### src/rtl/regfile_pkg.sv
// Shared register-file definitions: address geometry, writeback entry type and
// the one-hot decoder used by the global register block.
package regfile_pkg;

  localparam int unsigned REG_ADDR_W  = 5;
  localparam int unsigned GLOBAL_REGS = 8;
  localparam int unsigned WB_DATA_W   = 32;

  typedef struct packed {
    logic [REG_ADDR_W-1:0] addr;
    logic [WB_DATA_W-1:0]  data;
  } wb_entry_t;

  // One-hot select within the eight-entry global block
  function automatic logic [GLOBAL_REGS-1:0] onehot8(input logic [2:0] sel);
    logic [GLOBAL_REGS-1:0] res;
    res      = '0;
    res[sel] = 1'b1;
    return res;
  endfunction

endpackage

### src/rtl/wbq_fwd_match.sv
// Youngest-match search over the pending writeback entries for one read port.
module wbq_fwd_match
  import regfile_pkg::*;
#(
  parameter int unsigned DEPTH = 4,
  parameter int unsigned DW    = 32
) (
  input  logic [DEPTH-1:0][REG_ADDR_W-1:0] addr_i,
  input  logic [DEPTH-1:0][DW-1:0]         data_i,
  input  logic [DEPTH-1:0]                 valid_i,
  input  logic [$clog2(DEPTH)-1:0]         head_i,
  input  logic [REG_ADDR_W-1:0]            raddr_i,
  output logic                             hit_o,
  output logic [DW-1:0]                    data_o
);

  localparam int unsigned PW = $clog2(DEPTH);

  logic [PW-1:0] idx;

  // Walk oldest to youngest from the head so the last match (youngest) wins
  always_comb begin
    hit_o  = 1'b0;
    data_o = '0;
    idx    = '0;
    for (int unsigned k = 0; k < DEPTH; k++) begin
      idx = head_i + PW'(k);
      if (raddr_i != '0 && valid_i[idx] && addr_i[idx] == raddr_i) begin
        hit_o  = 1'b1;
        data_o = data_i[idx];
      end
    end
  end

endmodule

### src/rtl/regfile_writeback_queue.sv
// Writeback queue: buffers results, retires one per cycle into the global or
// windowed register block, and forwards pending values to the A/B read ports.
module regfile_writeback_queue
  import regfile_pkg::*;
#(
  parameter int unsigned DEPTH = 4,
  parameter int unsigned DW    = 32
) (
  input  logic                   Clk,
  input  logic                   Clr,
  input  logic                   InValid,
  output logic                   InReady,
  input  logic [REG_ADDR_W-1:0]  InAddr,
  input  logic [DW-1:0]          InData,
  input  logic                   Hold,
  output logic [DW-1:0]          Out,
  output logic                   BE,
  output logic [GLOBAL_REGS-1:0] RE,
  output logic                   WE,
  output logic [REG_ADDR_W-1:0]  WA,
  input  logic [REG_ADDR_W-1:0]  RA,
  input  logic [REG_ADDR_W-1:0]  RB,
  output logic                   FwdAHit,
  output logic                   FwdBHit,
  output logic [DW-1:0]          FwdA,
  output logic [DW-1:0]          FwdB,
  output logic                   Empty
);

  localparam int unsigned PW = $clog2(DEPTH);
  localparam int unsigned CW = PW + 1;

  logic [CW-1:0]    count_q, count_d;
  logic [PW-1:0]    head_q, head_d, tail_q, tail_d;
  logic [DEPTH-1:0] valid_q, valid_d;

  logic [DEPTH-1:0][REG_ADDR_W-1:0] addr_q;
  logic [DEPTH-1:0][DW-1:0]         data_q;

  logic                  push, retire;
  logic [REG_ADDR_W-1:0] head_addr;
  logic [DW-1:0]         head_data;

  // Ready depends on registered count only: a pop never frees a slot same-cycle
  assign InReady = count_q < CW'(DEPTH);
  assign Empty   = count_q == '0;
  // r0 writes handshake but are dropped, keeping r0 hard-wired to zero
  assign push    = InValid && InReady && (InAddr != '0);
  assign retire  = !Empty && !Hold;

  assign head_addr = addr_q[head_q];
  assign head_data = data_q[head_q];

  // Next-state for occupancy, pointers and per-entry valid bits
  always_comb begin
    count_d = count_q + CW'(push) - CW'(retire);
    head_d  = retire ? head_q + PW'(1) : head_q;
    tail_d  = push ? tail_q + PW'(1) : tail_q;
    valid_d = valid_q;
    if (retire) valid_d[head_q] = 1'b0;
    if (push)   valid_d[tail_q] = 1'b1;
  end

  // Control state, cleared asynchronously
  always_ff @(posedge Clk or negedge Clr) begin
    if (!Clr) begin
      count_q <= '0;
      head_q  <= '0;
      tail_q  <= '0;
      valid_q <= '0;
    end else begin
      count_q <= count_d;
      head_q  <= head_d;
      tail_q  <= tail_d;
      valid_q <= valid_d;
    end
  end

  // Entry storage; contents are only meaningful under their valid bit
  always_ff @(posedge Clk) begin
    if (push) begin
      addr_q[tail_q] <= InAddr;
      data_q[tail_q] <= InData;
    end
  end

  // Decode the retiring head into global or windowed write enables
  always_comb begin
    Out = '0;
    BE  = 1'b0;
    RE  = '0;
    WE  = 1'b0;
    WA  = '0;
    if (retire) begin
      Out = head_data;
      if (head_addr < REG_ADDR_W'(GLOBAL_REGS)) begin
        BE = 1'b1;
        RE = onehot8(head_addr[2:0]);
      end else begin
        WE = 1'b1;
        WA = head_addr;
      end
    end
  end

  wbq_fwd_match #(
    .DEPTH (DEPTH),
    .DW    (DW)
  ) u_fwd_a (
    .addr_i  (addr_q),
    .data_i  (data_q),
    .valid_i (valid_q),
    .head_i  (head_q),
    .raddr_i (RA),
    .hit_o   (FwdAHit),
    .data_o  (FwdA)
  );

  wbq_fwd_match #(
    .DEPTH (DEPTH),
    .DW    (DW)
  ) u_fwd_b (
    .addr_i  (addr_q),
    .data_i  (data_q),
    .valid_i (valid_q),
    .head_i  (head_q),
    .raddr_i (RB),
    .hit_o   (FwdBHit),
    .data_o  (FwdB)
  );

endmodule

### config.mk
export PLATFORM = sky130hd
export DESIGN_NAME = regfile_writeback_queue
export DESIGN_NICKNAME = d
export VERILOG_FILES = /design/src/rtl/regfile_pkg.sv /design/src/rtl/wbq_fwd_match.sv /design/src/rtl/regfile_writeback_queue.sv
export SDC_FILE = /design/constraint.sdc
export NUM_CORES = 1
export LEC_CHECK = 0
export ABC_AREA = 1
export ABC_CLOCK_PERIOD_IN_PS = 3500
export CAP_MARGIN = 15
export CORE_UTILIZATION = 52
export CTS_BUF_LIST = sky130_fd_sc_hd__clkbuf_4
export DETAILED_ROUTE_END_ITERATION = 10
export GPL_ROUTABILITY_DRIVEN = 1
export PLACE_DENSITY = 0.77
export SLEW_MARGIN = 20
export SYNTH_ARGS = -nofsm -noshare
export SYNTH_HDL_FRONTEND = slang
export SYNTH_SLANG_ARGS = --single-unit
### constraint.sdc
create_clock -name Clk -period 3.5 [get_ports Clk]
set_clock_uncertainty 0.05 [all_clocks]
set_input_delay 0.525 -clock Clk [delete_from_list [all_inputs] [get_ports Clk]]
set_output_delay 0.525 -clock Clk [all_outputs]
set_load 0.005 [all_outputs]
**After elaboration in Yosys (flattened, before gate mapping)**

Cells that the tools add are included.

- Add/sub/neg operators: 6
- $lt $le $gt $ge: 11
- Eq/ne operators: 8
- Mux-type cells: 63
- Bitwise gates (word level): 3
- Reduce and logical (&&, ||, !) cells: 28

Operators by type and width:

| operator | count |
|---|---|
| $mux W32 | 14 |
| $bmux W32 S2 | 4 |
| $bwmux W128 | 1 |
| $demux W32 S2 | 1 |
| $bmux W5 S2 | 4 |
| $eq A5 B5 Y1 | 8 |
| $mux W5 | 7 |
| $logic_and A1 B1 Y1 | 22 |
| $bwmux W20 | 1 |
| $mux W1 | 19 |
| $mux W8 | 2 |
| $lt A2 B3 Y1 const B | 5 |
| $reduce_bool A5 Y1 | 3 |
| $demux W5 S2 | 1 |
| $bmux W1 S2 | 4 |
| $mux W4 | 2 |
| $lt A5 B4 Y1 const B | 1 |
| $add A2 B1 Y2 const B | 2 |
| $add A2 B2 Y2 const B | 2 |
| $and A4 B4 Y4 | 1 |
| $demux W1 S2 | 2 |
| $ge A2 B1 Y1 const B | 2 |
| $lt A3 B4 Y1 const B | 1 |
| $not A4 Y4 | 1 |
| 8 further kinds | 9 |

- Flip-flop bits (word level): 159
- Input bits: 51
- Output and inout port bits: 115
- Word-level logic and storage cells: 131

**Longest topological paths before layout**

Gate-level depths: netlist (run 1).

- Depth in word-level cells: 9
- Mapped depth: 20
- Gate-level depth less buffers: 14

**Cells and area by module**

A second synthesis (run 1) with hierarchy kept.

- Cells, all modules: 2780
- Area total of the unflattened synthesis: 17342.9 µm²

Modules (own cells, without submodules):

| module | times used | cells an instance | area each (µm²) | sequential area each (µm²) |
|---|---|---|---|---|
| wbq_fwd_match | 2 | 1113 | 5377.7 | 0.0 |
| regfile_writeback_queue | 1 | 554 | 6587.6 | 4719.5 |

**Least setup slack after synthesis (run 1)**

Ideal clock, no wire load.

- Path kind: register to output
- Start point: register head_q[1]
- End point: output port FwdB[11]
- Arrival: 2.796 ns
- Required time: 2.925 ns
- Path slack: 0.129 ns
- Cell stages (with the launch flop): 19
- Buffers on the path: 5
- Cells stage by stage: dfrtp_1 inv_2 buf_2 buf_2 buf_1 ha_1 inv_2 buf_2 nand3_1 nand2_1 nand2_1 o21ai_1 nor2_1 nand2_1 nor2_4 inv_2 clkbuf_1 nor2_1 a21oi_1

- Longest elaborated chain between the ends: 8
- Elaborated cells between the ends (all ways): 43
- Those cells by class: add/sub: 3; eq/ne: 4; mux: 28; reduce/logical: 8

RTL lines:

| element | line | source |
|---|---|---|
| from (decl) | regfile_writeback_queue.sv:34 | `logic [PW-1:0] head_q, head_d, tail_q, tail_d;` |
| from (signal assigned) | regfile_writeback_queue.sv:68 | `head_q <= '0;` |
| from (signal assigned) | regfile_writeback_queue.sv:73 | `head_q <= head_d;` |
| $add A2 B1 Y2 (tied with other cells) | wbq_fwd_match.sv:27 | `idx = head_i + PW'(k);` |
| $bmux W5 S2 (tied with other cells) | wbq_fwd_match.sv:28 | `if (raddr_i != '0 && valid_i[idx] && addr_i[idx] == raddr_i) begin` |
| $mux W5 (implied by the code) (tied with other cells) | wbq_fwd_match.sv:28 |  |
| $eq A5 B5 Y1 or $logic_and A1 B1 Y1 (tied branches) | wbq_fwd_match.sv:28 |  |
| $logic_and A1 B1 Y1 or $mux W32 (tied branches) | wbq_fwd_match.sv:28 |  |
| $mux W32 (2 in series) | wbq_fwd_match.sv:28 |  |
| $mux W32 (*) | wbq_fwd_match.sv:28 |  |
| to (decl) | regfile_writeback_queue.sv:26 | `output logic [DW-1:0] FwdB,` |

Every way passes the cells marked *; elsewhere a longest branch is shown, timed or not. The select of a mux whose other input is x is not followed.

**Worst setup path in the final report (run 1)**

- Start point: register head_q[0]
- End point: output port FwdA[16]

- Longest elaborated chain between the ends: 8
- Elaborated cells between the ends (all ways): 43
- Those cells by class: add/sub: 3; eq/ne: 4; mux: 28; reduce/logical: 8

RTL lines:

| element | line | source |
|---|---|---|
| $add A2 B1 Y2 (tied with other cells) | wbq_fwd_match.sv:27 |  |
| $bmux W5 S2 (tied with other cells) | wbq_fwd_match.sv:28 |  |
| $mux W5 (implied by the code) (tied with other cells) | wbq_fwd_match.sv:28 |  |
| $eq A5 B5 Y1 or $logic_and A1 B1 Y1 (tied branches) | wbq_fwd_match.sv:28 |  |
| $logic_and A1 B1 Y1 or $mux W32 (tied branches) | wbq_fwd_match.sv:28 |  |
| $mux W32 (2 in series) | wbq_fwd_match.sv:28 |  |
| $mux W32 (*) | wbq_fwd_match.sv:28 |  |
| to (decl) | regfile_writeback_queue.sv:25 | `output logic [DW-1:0] FwdA,` |

Marked as above.

==> results of run 1 <==
-- cell usage in the layout (no fill, tap or decap), types with 20 or more instances in the layout --
cell and count:
a21oi_1 35, buf_4 84, nor2_1 201, nand2_2 71
inv_1 141, nand3_2 29, clkdlybuf4s50_1 85, o21ai_0 136
mux2i_1 72, buf_16 20, nor2_4 37, or2_2 54
o21ai_1 32, nand4_1 23, buf_12 29, nand3_1 70
nand2_1 425, nand2_4 21, edfxtp_1 148, nor2_2 53
buf_2 49, a21oi_2 23, buf_6 40
-- per-stage QoR --
stage / setup WS (ns) / utilization (%) / hold WS [ns]
final: -0.334 / 77.6 / 0.232
after global routing: -0.764 / 77.6 / 0.246
after global placement: 0.0000595 / 64.6 / 0.433
after floorplan: 0.129 / - / 0.179
after CTS: -0.194 / 74.6 / 0.226
after detailed placement: -0.0256 / 64.6 / 0.439
-- routing by layer --
layer,track usage [%],wire [um],up-vias
li1,-,-,6313
met1,45.4,17500,6528
met4,22.7,3230,0
met5,0,0,-
met3,8.64,6540,333
met2,61.4,22500,1194
-- report_power, final --
part           internal (mW)  switching [mW]
Combinational           5.47            8.10
Sequential              2.41           0.170
Clock                  0.442           0.743
-- worst max-delay path, cell delays in order, from the launching register on --
cell	delay, ns
dfrtp_4	0.54
inv_6	0.10
bufbuf_16	0.32
nand2_1	0.15
nand3_4	0.10
nand2_4	0.06
buf_6	0.11
nor2_2	0.06
nand2_1	0.06
nor2_2	0.14
nand3_4	0.19
buf_6	0.21
buf_16	0.16
nor2_4	0.08
nor2_1	0.06
nand2_1	0.09
nand2_1	0.08
nand2_1	0.08
buf_2	0.11
-- state kept, by name (all words and copies together), names as in the netlist --
name / count
tail_q: 2
count_q: 3
addr_q: 20
head_q: 2
valid_q: 4
data_q: 128
-- cell type report --
cell class	instances	area [um^2]
antenna	1	2.50
clock buffer	18	135
clock inverter	14	155
fill	1506	5120
inverter	150	596
multi-input combinational	1352	7660
sequential	159	4720
tap	313	392
timing repair buffer	362	4120
-- kinds of logic after synthesis --
family                   after synthesis
AO/OA/AOI/OAI                        257
XOR/XNOR                               7
adder cells (fa/ha/maj)               11
buffers and inverters                260
flip-flops                           159
multiplexers                          72
AND/OR/NAND/NOR                     1005
-- synthesized netlist by cell type, drive strengths merged --
cell,number,area (um^2)
clkinv,1,3.75
nand3,116,586
ha,10,125
or3,1,6.26
fa,1,20.0
and2,2,12.5
o21ai,176,881
or2,54,338
nor3,1,5.00
dfrtp,11,275
xor2,6,52.6
xnor2,1,8.76
edfxtp,148,4440
nand2,517,1950
o2111ai,2,17.5
buf,79,459
a21oi,58,290
clkbuf,31,118
mux2i,72,721
nor2,291,1120
o21a,20,150
nand4,23,144
inv,149,559
o311ai,1,8.76
-- final timing paths --
path / startpoint / endpoint / slack, ns
worst min register to register: count_q[2] / count_q[2] / 0.46
max in group asynchronous: Clr / head_q[0] / 2.70
min in group Clk: count_q[2] / count_q[2] / 0.46
worst max register to register: count_q[2] / data_q[63] / 0.97
worst min-delay path: Clr / count_q[0] / 0.23
worst max-delay path: head_q[0] / FwdA[16] / -0.33
-- what timing repair did --
| action | in CTS | in global routing |
|---|---|---|
| setup endpoints to repair | 89 | 99 |
| hold buffers | 0 | 0 |
| pin swaps | 94 | 54 |
| buffers inserted | 60 | 18 |
| cloned | 24 | 6 |
| resized for setup | 529 | 187 |
==> results.rst, run 1 <==
.. list-table::
   :header-rows: 1

   * - Metric
     - Value
   * - Total overflow reported by the global router
     - 0
   * - Achievable frequency
     - 261 MHz
   * - Worst Slack Setup Final
     - -0.334 ns
   * - Largest net degree at the start of global routing
     - 84
   * - Total routing resource utilization after global routing
     - between 30% and 40%
   * - Total number of nets in the final design
     - 2104
   * - Die Y
     - ~160 um
   * - Share of the synthesized area in compound gates (AO/OA/AOI/OAI)
     - 11.0%
   * - Cell area power density
     - 974 nW/um^2
   * - Number of setup violations in the final report
     - 68
   * - Syn_area_per_cell
     - 6.95 um^2
   * - Max-slew violation count
     - 0
   * - Starting utilization of the core area
     - 53.7%
   * - Routed wire length
     - about 50000 um
   * - Count of cell types in the netlist
     - 35
   * - Post-Syn Nets
     - 1833
   * - Post-Layout Inst Area
     - 17800 um^2
   * - Vias after detailed routing
     - between 10000 and 15000
   * - Run status
     - finished, violations left
   * - Max-cap violations
     - 0
   * - Post-synthesis share of cell area spent on xor and xnor gates
     - 0.498%
   * - Post-DP HPWL
     - ~26000 um
   * - Worst setup SP type
     - flip-flop
   * - Root Driver
     - clkbuf_4
   * - Arrival time of the worst setup path
     - approximately 3.3 ns
   * - Synth Cell Area
     - roughly 12000 um^2
   * - CTS buffer count
     - 17
   * - Static leakage power
     - 8.25 nW
   * - Multiplexer area fraction after synthesis
     - 5.86%
   * - Type of the most critical hold path
     - primary input to async pin
   * - Maximum fanout count along the critical path
     - 14
   * - Sequential fraction of the synthesis area
     - between 30% and 40%
   * - Num ports
     - 166
   * - CP required
     - 2.92 ns
   * - Total number of clock tree sinks
     - 159
   * - Relative slew margins
     - 26.8%
   * - Cell area after placement
     - 14800 um^2
   * - Share of cells above drive strength 1
     - a little under a third
   * - Clock slew at reported path FFs
     - 0.16 ns
   * - Number of port buffers
     - 165
   * - CTS tree
     - built
   * - Detail Route Antenna Nets
     - 0
   * - Average wire length per cell after detail routing
     - 21.0 um
   * - Insertion delay of the later-clocked pin in the worst-skew pair
     - 0.58 ns
   * - Core region area
     - around 23000 um^2
   * - Pin slew with the least headroom to its limit
     - 1.10 ns
   * - Maximum buffer depth of the clock tree
     - 2
   * - Count of endpoints failing hold in the final timing report
     - 0
   * - Initial detailed-routing violation count
     - 2017
   * - Pwr Total
     - 17.3 mW
   * - Violated checks
     - negative setup slack
   * - Horizontal extent of the die
     - around 160 um
   * - Largest vdd supply drop
     - approximately 0.57 mV
   * - Count of cells along the worst register-to-register path
     - 6
   * - Clock period minus worst slack
     - 3.83 ns
   * - Via count of the first global-routing pass
     - between 10000 and 15000
   * - DRC
     - 0
   * - Routability-driven placement congestion ratio
     - 0.946
   * - Router iterations before antenna repair
     - 9
   * - Fin cells
     - 2369
   * - Cell count after synthesis
     - 1771
   * - First-pass GRT wire length
     - about 70000 um
   * - Number of antenna violations at the first check in global routing
     - 2
   * - Adder-cell share of the synthesized area
     - 1.18%
   * - Floorplan row count
     - 55
   * - Placed cells
     - between 2000 and 2500
   * - Main combinational cell family by area after synthesis
     - simple AND/OR/NAND/NOR gates
   * - Seq cells post-synth
     - 159
   * - Crit path kind
     - flip-flop to primary output
   * - YS warnings
     - 0
   * - Setup TNS
     - -10.32 ns
   * - Synth Area in Simple Gates
     - 33.9%
   * - Unrepaired setup endpoints after global routing
     - yes
   * - Per-cell via count in the routed design
     - 6.07
   * - P&R area growth vs syn
     - 44.6%
   * - Final critical-path share of the clock period
     - 110%
   * - Maximum level of the CTS H-tree
     - 4
   * - Area enclosed by the die boundary
     - roughly 24000 um^2
   * - Sort of element at the end of the critical path
     - primary output
Power figures use the tool's default switching activity.
==> run 2, diff against run 1 <==
--- a/config.mk
+++ b/config.mk
@@ -13,6 +13,7 @@
 export DETAILED_ROUTE_END_ITERATION = 10
 export GPL_ROUTABILITY_DRIVEN = 1
 export PLACE_DENSITY = 0.77
+export SETUP_SLACK_MARGIN = 0.02
 export SLEW_MARGIN = 20
 export SYNTH_ARGS = -nofsm -noshare
 export SYNTH_HDL_FRONTEND = slang
==> run 2 against run 1 <==
Net effect: the flow still finishes with violations (negative setup slack); sequential power hardly changed; fmax up 0.14%; non-clock buffer count did not move; worst hold slack lost 0.018 ns; global-route usage about the same; via count about the same; routed wire length decreased by 0.78%; combinational power is essentially flat; clock power about the same; largest cell class unchanged; register-to-register slack about the same; sequential share of layout area barely moved.
==> results.rst, run 2 (synthesized netlist as in run 1, its figures left out) <==
.. list-table::
   :header-rows: 1

   * - Metric
     - Value
   * - Run status
     - finished, violations left
   * - Violated checks
     - negative setup slack
   * - Detail Route Antenna Nets
     - 0
   * - Share of cells above drive strength 1
     - ~30%
   * - Setup TNS
     - -10.57 ns
   * - P&R area growth vs syn
     - 44.6%
   * - Leading cell type in the layout, fill and taps excluded
     - nand2_1
   * - Max-cap violations
     - 0
   * - Via count of the first global-routing pass
     - 13476
   * - Cell breakdown of the critical path
     - inv_6, bufbuf_16, nand2_1, nand3_4, nand2_4, buf_6, nor2_2, nand2_1, nor2_2, nand3_4, buf_6, buf_16, nor2_4, nor2_1, nand2_1, nand2_1, nand2_1, buf_2
   * - GR Layer Usage met1
     - between 40% and 50%
   * - Total overflow reported by the global router
     - 0
   * - DRC
     - 0
   * - Maximum buffer depth of the clock tree
     - 2
   * - Maximum level of the CTS H-tree
     - 4
   * - Count of cells along the worst register-to-register path
     - 6
   * - Combinational share of power
     - slightly below 80%
   * - CP bufs+invs
     - 6
   * - Worst Slack Setup Final
     - -0.328 ns
   * - Largest net degree at the start of global routing
     - 84
   * - Largest delay contributor family on the critical path
     - simple AND/OR/NAND/NOR gates
   * - GR Util met2
     - 61.4%
   * - Largest reg by FF count
     - data_q
   * - Total routing resource utilization after global routing
     - 37.7%
   * - Biggest registers after layout
     - data_q: 128 flops, addr_q: 20 flops, valid_q: 4 flops
   * - Clock slew at reported path FFs
     - 0.16 ns
   * - Area occupied by multi-input gates
     - 7660 um^2
   * - Cts-stage hold buffer count
     - 0
   * - Core region area
     - 22900 um^2
   * - Worst setup SP type
     - flip-flop
   * - CTS buffer count
     - 17
   * - Most frequent cell on the critical path
     - nand2_1
   * - Achievable frequency
     - 261 MHz
   * - Floorplan row count
     - 55
   * - Relative slew margins
     - 27.1%
   * - First-pass GRT wire length
     - 70300 um
   * - Reg2Reg Setup Slack
     - 0.97 ns
   * - Routability-driven placement congestion ratio
     - between 0.9 and 1
   * - Maximum fanout count along the critical path
     - 14
   * - Flip-flop count of the largest register, all copies and words added
     - around 130
   * - Unrepaired setup endpoints after global routing
     - yes
   * - Sw frac
     - 51.9%
   * - Arrival time of the worst setup path
     - 3.25 ns
   * - Cell area power density
     - slightly below 1000 nW/um^2
   * - Type of the most critical hold path
     - primary input to async pin
   * - Router iterations before antenna repair
     - 7
   * - Most frequent cells in the layout
     - 425 x nand2_1, 200 x nor2_1, 148 x edfxtp_1
   * - CP required
     - 2.92 ns
   * - Sort of element at the end of the critical path
     - primary output
   * - Root Driver
     - clkbuf_4
   * - Crit-path max cell delay
     - 0.54 ns
   * - Max-slew violation count
     - 0
   * - Final critical-path share of the clock period
     - 109%
   * - Static leakage power
     - approximately 8.3 nW
   * - Vias after detailed routing
     - 14359
   * - Placed cells
     - between 2000 and 2500
   * - Starting utilization of the core area
     - a little over half
   * - Switching power
     - between 8 and 9 mW
   * - Internal power
     - 8.32 mW
   * - Worst reg2reg path endpoint
     - data_q[63]
   * - Num ports
     - roughly 170
   * - Number of port buffers
     - 165
   * - Insertion delay of the later-clocked pin in the worst-skew pair
     - 0.60 ns
   * - Routed wire length
     - 49400 um
   * - Per-cell via count in the routed design
     - 6.06
   * - Count of endpoints failing hold in the final timing report
     - 0
   * - Sequential power share
     - 14.9%
   * - Horizontal extent of the die
     - roughly 160 um
   * - Fill cells
     - 1501
   * - Total number of clock tree sinks
     - 159
   * - Die Y
     - between 150 and 200 um
   * - Clock power share
     - 6.9%
   * - Clock period minus worst slack
     - 3.83 ns
   * - Smallest hold slack
     - roughly 0.21 ns
   * - Met3 capacity usage during global routing
     - approximately 8.6%
   * - Slowest-stage cell, CP
     - dfrtp_4
   * - Most used routing layer in global routing
     - met2
   * - Pin slew with the least headroom to its limit
     - between 1 and 1.5 ns
   * - Largest vdd supply drop
     - 0.570 mV
   * - Fin cells
     - 2369
   * - Number of antenna violations at the first check in global routing
     - 1
   * - Total number of nets in the final design
     - ~2100
   * - Crit path kind
     - flip-flop to primary output
   * - Worst reg2reg path startpoint
     - count_q[2]
   * - Average wire length per cell after detail routing
     - around 21 um
   * - CTS tree
     - built
   * - Area used by sequential logic in the layout
     - 4720 um^2
   * - Post-DP HPWL
     - ~26000 um
   * - Area enclosed by the die boundary
     - 24300 um^2
   * - Initial detailed-routing violation count
     - 1937
   * - Number of setup violations in the final report
     - 67
[run 2: changes by cell type in the layout (fill, tap and decap cells not counted), sizes merged]
cell	before	now
clkdlybuf4s50	85	84
dlymetal6s2s	10	11
[run 2: how the worst max path moves through the flow]
| stage | start | to | slack [ns] | depth (start not counted) |
|---|---|---|---|---|
| 2_1_floorplan | head_q[1] | FwdB[11] | 0.13 | 18 |
| 3_3_place_gp | RB[0] | FwdB[22] | 0.00006 | 15 |
| 3_5_place_dp | RB[4] | FwdB[22] | -0.03 | 15 |
| 4_1_cts | head_q[0] | FwdA[19] | -0.19 | 18 |
| 5_1_grt | head_q[0] | FwdA[16] | -0.52 | 18 |
| 6_report | head_q[0] | FwdA[16] | -0.33 | 18 |
[run 2: metrics by stage]
stage                     worst slack [ns]  util [%]  power [mW]  area, um^2
after global routing                -0.518      77.6        18.2       17800
after CTS                           -0.194      74.6        15.6       17100
final                               -0.328      77.6        17.3       17800
after floorplan                      0.129         -        8.53       12300
after detailed placement           -0.0256      64.6        12.1       14800
after global placement           0.0000595      64.6        11.9       14800
[run 2: timing repair]
action | 4_1_cts | 5_1_grt
setup buffers | 60 | 18
resized for setup | 532 | 187
pin swaps | 93 | 52
endpoints found under the setup margin | 96 | 100
cloned | 24 | 6
[run 2: area by class of cell]
type	instances	share of cell area (%)
multi-input cells	1352	43.1
clock inverters	14	0.872
diodes	1	0.0141
repair buffers	362	23.2
inverters	150	3.35
flip-flops and latches	159	26.6
well taps	313	2.20
clock buffers	18	0.759
[run 2: power groups by stage]
stage	Combinational [mW]	Clock, mW	Sequential (mW)
finish	13.5	1.19	2.58
global route	14.4	1.26	2.60
CTS	11.9	1.16	2.56
detailed placement	9.48	0	2.58
global placement	9.31	0	2.56
floorplan	5.98	0	2.55
[run 2: per-layer routing]
metal | vias up | wire length, um | share of wire [%]
met5 | - | 0 | 0
met4 | 0 | 3310 | 6.7
met3 | 344 | 6370 | 13
met2 | 1124 | 22400 | 45
met1 | 6562 | 17300 | 35
li1 | 6329 | - | -
